File: config.mk
export PLATFORM = sky130hd
export DESIGN_NAME = vga_pattern_gen
export DESIGN_NICKNAME = d
export VERILOG_FILES = /design/src/rtl/vga_pattern_gen.sv
export SDC_FILE = /design/constraint.sdc
export NUM_CORES = 1
export LEC_CHECK = 0
export BUFFER_PORTS_ARGS = -buffer_cell sky130_fd_sc_hd__buf_2
export CORE_MARGIN = 1.5
export CORE_UTILIZATION = 59
export CTS_BUF_LIST = sky130_fd_sc_hd__clkbuf_4 sky130_fd_sc_hd__clkbuf_8
export CTS_CLUSTER_DIAMETER = 200
export DETAILED_ROUTE_END_ITERATION = 16
export HOLD_SLACK_MARGIN = 0.06
export PLACE_DENSITY = 0.91
export SYNTH_ARGS = -nofsm -noshare
export SYNTH_HDL_FRONTEND = slang
export SYNTH_HIERARCHICAL = 1
export SYNTH_SLANG_ARGS = --single-unit
File: constraint.sdc
create_clock -name i_clk -period 2.6 [get_ports i_clk]
set_input_delay 0.52 -clock i_clk [delete_from_list [all_inputs] [get_ports i_clk]]
set_output_delay 0.52 -clock i_clk [all_outputs]
set_load 0.02 [all_outputs]
File: src/rtl/vga_pattern_gen.sv
// VGA timing generator and test-pattern source.
// Free-running col/row counters drive sync, data-enable and eight parallel
// pattern generators; a mode register sampled on the last pixel of each frame
// picks one. Everything leaving the block is registered once from counter
// state, so syncs, de, position and colour always describe the same pixel.

// Per-channel colour select: turns the per-pattern on/off mask for one
// channel into a sub-pixel value, with the grey ramp as the only graded case.
module vga_chan_sel #(
  parameter int W = 3
) (
  input  logic [3:0]   mode,
  input  logic [7:0]   on_mask,
  input  logic [W-1:0] ramp,
  input  logic         de,
  output logic [W-1:0] val
);

  // Blanking and modes 8..15 force black; mode 7 is the ramp, others full/off.
  always_comb begin
    val = '0;
    if (de && !mode[3]) begin
      if (mode[2:0] == 3'd7)        val = ramp;
      else if (on_mask[mode[2:0]])  val = '1;
    end
  end

endmodule

module vga_pattern_gen #(
  parameter int SUB_PIXEL_WIDTH = 3,
  parameter int TOTAL_COLS      = 800,
  parameter int TOTAL_ROWS      = 525,
  parameter int ACTIVE_COLS     = 640,
  parameter int ACTIVE_ROWS     = 480,
  parameter int H_FRONT_PORCH   = 16,
  parameter int H_SYNC_WIDTH    = 96,
  parameter int V_FRONT_PORCH   = 10,
  parameter int V_SYNC_WIDTH    = 2,
  parameter int SYNC_ACTIVE_LOW = 1,
  parameter int CHECKER_SHIFT   = 5,
  parameter int BORDER          = 2
) (
  input  logic                       i_clk,
  input  logic                       i_reset_n,
  input  logic [3:0]                 i_pattern,
  output logic                       o_hsync,
  output logic                       o_vsync,
  output logic                       o_de,
  output logic                       o_frame_start,
  output logic [9:0]                 o_col,
  output logic [9:0]                 o_row,
  output logic [SUB_PIXEL_WIDTH-1:0] o_red_video,
  output logic [SUB_PIXEL_WIDTH-1:0] o_grn_video,
  output logic [SUB_PIXEL_WIDTH-1:0] o_blu_video
);

  localparam int NUM_CH = 3;  // 0 red, 1 green, 2 blue
  localparam int SPW    = SUB_PIXEL_WIDTH;

  // Compare limits are 11 bits wide so an end bound of exactly 1024 still fits.
  localparam logic [9:0]  COL_LAST = 10'(TOTAL_COLS - 1);
  localparam logic [9:0]  ROW_LAST = 10'(TOTAL_ROWS - 1);
  localparam logic [10:0] AC_L     = 11'(ACTIVE_COLS);
  localparam logic [10:0] AR_L     = 11'(ACTIVE_ROWS);
  localparam logic [10:0] HS_BEG   = 11'(ACTIVE_COLS + H_FRONT_PORCH);
  localparam logic [10:0] HS_END   = 11'(ACTIVE_COLS + H_FRONT_PORCH + H_SYNC_WIDTH);
  localparam logic [10:0] VS_BEG   = 11'(ACTIVE_ROWS + V_FRONT_PORCH);
  localparam logic [10:0] VS_END   = 11'(ACTIVE_ROWS + V_FRONT_PORCH + V_SYNC_WIDTH);
  localparam logic [10:0] BRD_L    = 11'(BORDER);
  localparam logic [10:0] BOX_R    = 11'(ACTIVE_COLS - BORDER);
  localparam logic [10:0] BOX_B    = 11'(ACTIVE_ROWS - BORDER);
  localparam int          BAR_W    = (ACTIVE_COLS / 8 > 0) ? ACTIVE_COLS / 8 : 1;
  localparam logic        SYNC_OFF = 1'(SYNC_ACTIVE_LOW != 0);

  typedef struct packed {
    logic       hsync;
    logic       vsync;
    logic       de;
    logic       frame_start;
    logic [9:0] col;
    logic [9:0] row;
  } timing_t;

  logic [9:0]  col_q, row_q;
  logic [10:0] col_x, row_x;
  logic [3:0]  mode_q;
  logic        frame_end;

  assign col_x     = {1'b0, col_q};
  assign row_x     = {1'b0, row_q};
  assign frame_end = (col_q == COL_LAST) && (row_q == ROW_LAST);

  // Raster counters: column wraps into a row step, row wraps at frame end.
  always_ff @(posedge i_clk or negedge i_reset_n) begin
    if (!i_reset_n) begin
      col_q <= '0;
      row_q <= '0;
    end else if (col_q == COL_LAST) begin
      col_q <= '0;
      row_q <= (row_q == ROW_LAST) ? 10'd0 : row_q + 10'd1;
    end else begin
      col_q <= col_q + 10'd1;
    end
  end

  // Mode changes only on the last pixel so the new pattern starts at (0,0).
  always_ff @(posedge i_clk or negedge i_reset_n) begin
    if (!i_reset_n)     mode_q <= '0;
    else if (frame_end) mode_q <= i_pattern;
  end

  // Timing decode for the pixel the counters currently point at.
  timing_t tim_d, tim_q;
  logic    hs_on, vs_on;

  assign hs_on = (col_x >= HS_BEG) && (col_x < HS_END);
  assign vs_on = (row_x >= VS_BEG) && (row_x < VS_END);

  always_comb begin
    tim_d             = '0;
    tim_d.hsync       = hs_on ? ~SYNC_OFF : SYNC_OFF;
    tim_d.vsync       = vs_on ? ~SYNC_OFF : SYNC_OFF;
    tim_d.de          = (col_x < AC_L) && (row_x < AR_L);
    tim_d.frame_start = (col_q == 10'd0) && (row_q == 10'd0);
    tim_d.col         = col_q;
    tim_d.row         = row_q;
  end

  // Pattern features shared by all channels.
  logic [9:0]     bar_idx;
  logic [2:0]     bar_rgb;   // bit 0 red, 1 green, 2 blue
  logic           chk_white, box_white;
  logic [SPW-1:0] ramp;

  assign bar_idx   = 10'(32'(col_q) / BAR_W);
  assign chk_white = ~(col_q[CHECKER_SHIFT] ^ row_q[CHECKER_SHIFT]);
  assign box_white = (col_x < BRD_L) || (col_x >= BOX_R) ||
                     (row_x < BRD_L) || (row_x >= BOX_B);
  assign ramp      = col_q[CHECKER_SHIFT+SPW-1:CHECKER_SHIFT];

  // Colour-bar lookup; anything past the eighth bar is black.
  always_comb begin
    bar_rgb = 3'b000;
    case (bar_idx)
      10'd0:   bar_rgb = 3'b111;  // white
      10'd1:   bar_rgb = 3'b011;  // yellow
      10'd2:   bar_rgb = 3'b110;  // cyan
      10'd3:   bar_rgb = 3'b010;  // green
      10'd4:   bar_rgb = 3'b101;  // magenta
      10'd5:   bar_rgb = 3'b001;  // red
      10'd6:   bar_rgb = 3'b100;  // blue
      default: bar_rgb = 3'b000;  // black bar and remainder
    endcase
  end

  logic [NUM_CH-1:0][7:0]     pat_on;
  logic [NUM_CH-1:0][SPW-1:0] chan_d, chan_q;

  genvar ch;
  generate
    for (ch = 0; ch < NUM_CH; ch++) begin : g_chan
      // Mask bit n = channel lit for pattern n (7 is the ramp, handled below).
      assign pat_on[ch] = {1'b0, box_white, bar_rgb[ch], chk_white,
                           1'(ch == 2), 1'(ch == 1), 1'(ch == 0), 1'b0};

      vga_chan_sel #(.W(SPW)) u_chan (
        .mode    (mode_q),
        .on_mask (pat_on[ch]),
        .ramp    (ramp),
        .de      (tim_d.de),
        .val     (chan_d[ch])
      );
    end
  endgenerate

  // Single output register stage keeps timing and colour aligned.
  always_ff @(posedge i_clk or negedge i_reset_n) begin
    if (!i_reset_n) begin
      tim_q  <= '{hsync: SYNC_OFF, vsync: SYNC_OFF, de: 1'b0,
                  frame_start: 1'b0, col: 10'd0, row: 10'd0};
      chan_q <= '0;
    end else begin
      tim_q  <= tim_d;
      chan_q <= chan_d;
    end
  end

  assign o_hsync       = tim_q.hsync;
  assign o_vsync       = tim_q.vsync;
  assign o_de          = tim_q.de;
  assign o_frame_start = tim_q.frame_start;
  assign o_col         = tim_q.col;
  assign o_row         = tim_q.row;
  assign o_red_video   = chan_q[0];
  assign o_grn_video   = chan_q[1];
  assign o_blu_video   = chan_q[2];

endmodule

# --- Word level (Yosys, flattened, before mapping) ---
# Index checks and enable logic that the tools add are counted.
op_classes:
  add_sub_neg: 2
  div_mod_pow: 1
  magnitude_cmp: 11
  n_eq_ne: 9
  n_mux: 20
  bitwise_logic: 2
  n_reduce_logical: 13
op_table:
  columns: ["cell", "count"]
  rows:
  - ["$div A10 B7 Y32 const B", 1]
  - ["$eq A10 B3 Y1 const B", 3]
  - ["$logic_not A10 Y1", 3]
  - ["$mux W3", 9]
  - ["$pmux W3 S7", 1]
  - ["$add A10 B1 Y10 const B", 2]
  - ["$eq A10 B10 Y1 const B", 2]
  - ["$eq A10 B2 Y1 const B", 2]
  - ["$ge A10 B10 Y1 const B", 2]
  - ["$ge A10 B9 Y1 const B", 2]
  - ["$lt A10 B10 Y1 const B", 2]
  - ["$lt A10 B2 Y1 const B", 2]
  - ["$lt A10 B9 Y1 const B", 2]
  - ["$mux W10", 2]
  - ["$eq A10 B1 Y1 const B", 1]
  - ["$bmux W1 S3", 3]
  - ["$logic_and A1 B1 Y1", 6]
  - ["$mux W1", 5]
  - ["$lt A3 B4 Y1 const B", 1]
  - ["$eq A3 B3 Y1 const B", 1]
  - ["$logic_or A1 B1 Y1", 3]
  - ["$logic_not A1 Y1", 1]
  - ["$not A1 Y1", 1]
  - ["$xor A1 B1 Y1", 1]
totals:
  ff_bits: 57
  out_inout_bits: 33
  word_cells: 70

# --- Longest topological paths before layout ---
logic_depth:
  word_depth: 9
  ltp_mapped: 9
  depth_no_buf: 9

# --- Hierarchy ---
# Netlist, hierarchy kept.
modules_own_cells:
  columns: ["module", "n_inst", "cells_per_inst", "area_per_inst_um2", "seq_area_each_um2"]
  rows:
  - ["vga_pattern_gen", 1, 204, 2408.6, 1428.9]
  - ["vga_chan_sel", 3, 19, 145.1, 0.0]

# --- Least setup slack after synthesis ---
# OpenSTA, ideal clock, no wires.
synth_path:
  path_kind: "reg2reg"
  from: "register col_q[7]"
  to: "register chan_q, in the netlist o_blu_video[0]"
  arrival_time_ns: 2.130
  path_slack_ns: 0.340
  path_stages_with_launch: 10
  n_path_buf: 0
  period_less_slack_ns: 2.260
  path_cell_list: "dfrtp_1 -> or2_2 -> ha_1 -> nand4b_1 -> o22ai_1 -> o32ai_1 -> o21a_1 -> mux2_4 -> o221ai_2 -> o21ai_0"
synth_lines:
  columns: ["item", "line_no", "text"]
  rows:
  - ["start, declared", "85", "logic [9:0] col_q, row_q;"]
  - ["start signal, assigned", "103", "col_q <= col_q + 10'd1;"]
  - ["end signal, assigned", "185", "chan_q <= chan_d;"]
  - ["end, declared", "158", "logic [NUM_CH-1:0][SPW-1:0] chan_d, chan_q;"]

==> impl_metrics.env <==
export IMPL_status="finished, final reports clean"
export IMPL_r2r_start="col_q[7]"
export IMPL_drc_errors=0
export IMPL_ff2ff_setup_slack_ns=0.28
export IMPL_yosysSeqAreaShare=0.502
export IMPL_synth_top_area_frac=0.484
export IMPL_tightest_slew_ns=0.823
export IMPL_initialDrtViolationCount=224
export IMPL_wl_um=5730
export IMPL_post_cts_setup_buffers=0
export IMPL_clk_latency_ns=0.33
export IMPL_layout_drive_gt1_share=0.264
export IMPL_crit_path_end="o_blu_video[0]"
export IMPL_period_share=0.894
export IMPL_avgSynthCellArea_um2=10.9
export IMPL_routedWlPerCell_um=15.4
export IMPL_antennaDiodeCount=0
export IMPL_finalHoldViolCount=0
export IMPL_synth_area_leaders="dfrtp_1, mux2_4, nand3_1, o21ai_0, ha_1"
export IMPL_max_slew_margin=0.452
export IMPL_crit_fanout=17
export IMPL_port_buffers=38
export IMPL_total_power_mw=1.76
export IMPL_die_area_mm2=0.00525
export IMPL_via_per_inst=5.81
export IMPL_post_place_ws_ns=0.303
export IMPL_cp_slowest_stage_delay_ns=0.68
export IMPL_dpl_cell_count=356
export IMPL_r2r_end="o_blu_video[0]"
export IMPL_clk_pin_slew_ns=0.06
export IMPL_fp_dieW_um=72.4
export IMPL_num_rows=25
export IMPL_synth_edf_count=0
export IMPL_finalMaxSlewViolations=0
export IMPL_ys_types=51
export IMPL_gr_total_overflow=0
export IMPL_worstSetupStartpointType="register"
export IMPL_fmax_ghz=0.430
export IMPL_ys_flop_type="dfrtp_1"
export IMPL_cp_required_ns=2.80
export IMPL_dpl_hpwl_um=3740
export IMPL_htreeDepth=3
export IMPL_ys_ff_latch=57
export IMPL_crit_slowest_cell="or4b_2"
export IMPL_syn_inst=261
export IMPL_netlist_area_mm2=0.00284
export IMPL_synthTopCellsByCount="dfrtp_1, nand3_1, o21ai_0"
export IMPL_pin_count=39
export IMPL_hold_class="primary input to asynchronous set/reset pin"
export IMPL_gr_usage_all_layers=0.245
export IMPL_cts_sinks=57
export IMPL_p_leak_nw=1.56
export IMPL_placed_area_mm2=0.00312
export IMPL_setup_viol=0
export IMPL_fin_nets=325
export IMPL_initial_core_util=0.606
export IMPL_grt_pass1_vias=2026
export IMPL_crit_start="col_q[7]"
export IMPL_ctsLongestPathBuffers=2
export IMPL_clock_root_buffer="clkbuf_8"
export IMPL_rsz0062_at_grt="no"
export IMPL_tns_ns=0
export IMPL_firstDrtPassIters=4
export IMPL_p_per_area_mw_per_mm2=532
export IMPL_cts_tree="done"
export IMPL_cts_made_buffers=9
export IMPL_rr_worst_depth=8
export IMPL_grt_first_pass_wirelength_um=9660
export IMPL_cp_end_kind="register"
export IMPL_stdcell_area_mm2=0.00332
export IMPL_maxCapViolCount=0
export IMPL_final_antenna_net_count=0
export IMPL_min_period_ns=2.32
export IMPL_yosys_warnings=6
export IMPL_setup_ws_ns=0.277
export IMPL_crit_path_cell_trace="buf_4 > or4b_2 > o31ai_1 > o32ai_1 > o21a_1 > mux2_4 > o221ai_2 > o21ai_0"
export IMPL_syn2layout_area_growth_pct=16.7
export IMPL_skew_ns=0.00892
export IMPL_hold_buffers=0
export IMPL_dr_total_vias=2161
export IMPL_yosysMostFrequentCell="dfrtp_1"
export IMPL_critPathKind="register to register"
export IMPL_synthArstFlopShare=1.00
export IMPL_synth_area_leader_cell="dfrtp_1"
export IMPL_antenna_found_initial=0
export IMPL_gp_congestion=0.861
export IMPL_core_mm2=0.00469
export IMPL_fin_cells=372
export IMPL_die_h_um=72.4
export IMPL_ctsResizeCount=0
export IMPL_cp_arrival_ns=2.53
export IMPL_peakVddDrop_mv=0.587
export IMPL_grt_max_degree=31
==> metal layers <==
metal,global-route usage,share of wire,up-vias
met1,0.300,0.40,1039
met4,0.119,0.035,0
met2,0.389,0.51,77
met3,0.0875,0.058,21
li1,-,-,1024
met5,0,0,-
==> through the flow <==
| step | util | hold WS (ns) |
|---|---|---|
| 3_3_place_gp | 0.665 | 0.463 |
| 6_report | 0.707 | 0.206 |
| 5_1_grt | 0.707 | 0.242 |
| 4_1_cts | 0.707 | 0.209 |
| 2_1_floorplan | - | 0.224 |
| 3_5_place_dp | 0.665 | 0.456 |
==> area by class of cell <==
cell class / instances / area [µm²]
Clock buffer: 13 / 160
Fill cell: 340 / 1370
Clock inverter: 3 / 40.0
Inverter: 7 / 26.3
Tap cell: 54 / 67.6
Multi-Input combinational cell: 191 / 1330
Timing Repair Buffer: 47 / 270
Sequential cell: 57 / 1430
==> critical path: cells and delay by family (launching register included) <==
family,cells,cell delay (ns)
compound gates,5,0.67
buf+inv,1,0.20
flops,1,0.37
mux,1,0.26
simple gates,1,0.68
==> cells in the final DEF, fill, tap and decap left out, types with 4 or more instances in the layout <==
cell       n
a21oi_1    8
a22o_1     5
and3_1     6
and4b_1    4
buf_2     38
buf_4      8
clkbuf_8  10
conb_1    12
dfrtp_1   55
ha_1       6
inv_1      7
mux2_4     7
mux2i_1    7
nand2_1   13
nand2b_1   5
nand3_1   19
nand4_1    5
nor2_1    14
nor2b_1    8
nor3_1     6
o21ai_0   16
xnor2_1    8
xor2_1     4
==> sequential cells by signal, indices dropped and copies added, names as in the netlist <==
register,count
col_q,10
o_col,10
o_row,10
row_q,10
mode_q,4
o_blu_video,3
o_grn_video,3
o_red_video,3
o_de,1
o_frame_start,1
o_hsync,1
o_vsync,1
==> cell families after synthesis <==
kind of cell	synth area share
AND/OR/NAND/NOR	0.201
flip-flops	0.502
AO/OA/AOI/OAI	0.121
buffers and inverters	0.0449
multiplexers	0.0616
XOR/XNOR	0.0370
adder cells (fa/ha/maj)	0.0299
other	0.00264
==> worst min-delay path by stage <==
stage,start,to
floorplan,i_reset_n,col_q[0]
global placement,row_q[8],o_row[8]
detailed placement,row_q[8],o_row[8]
CTS,i_reset_n,row_q[0]
global route,i_reset_n,row_q[8]
finish,i_reset_n,row_q[0]
==> report_power, final <==
group / total [mW] / switching [mW] / internal, mW
combinational: 0.0516 / 0.0358 / 0.0158
sequential: 0.896 / 0.00133 / 0.895
clock: 0.816 / 0.319 / 0.497
total: 1.76 / 0.356 / 1.41
Power figures use the tool's default switching activity.
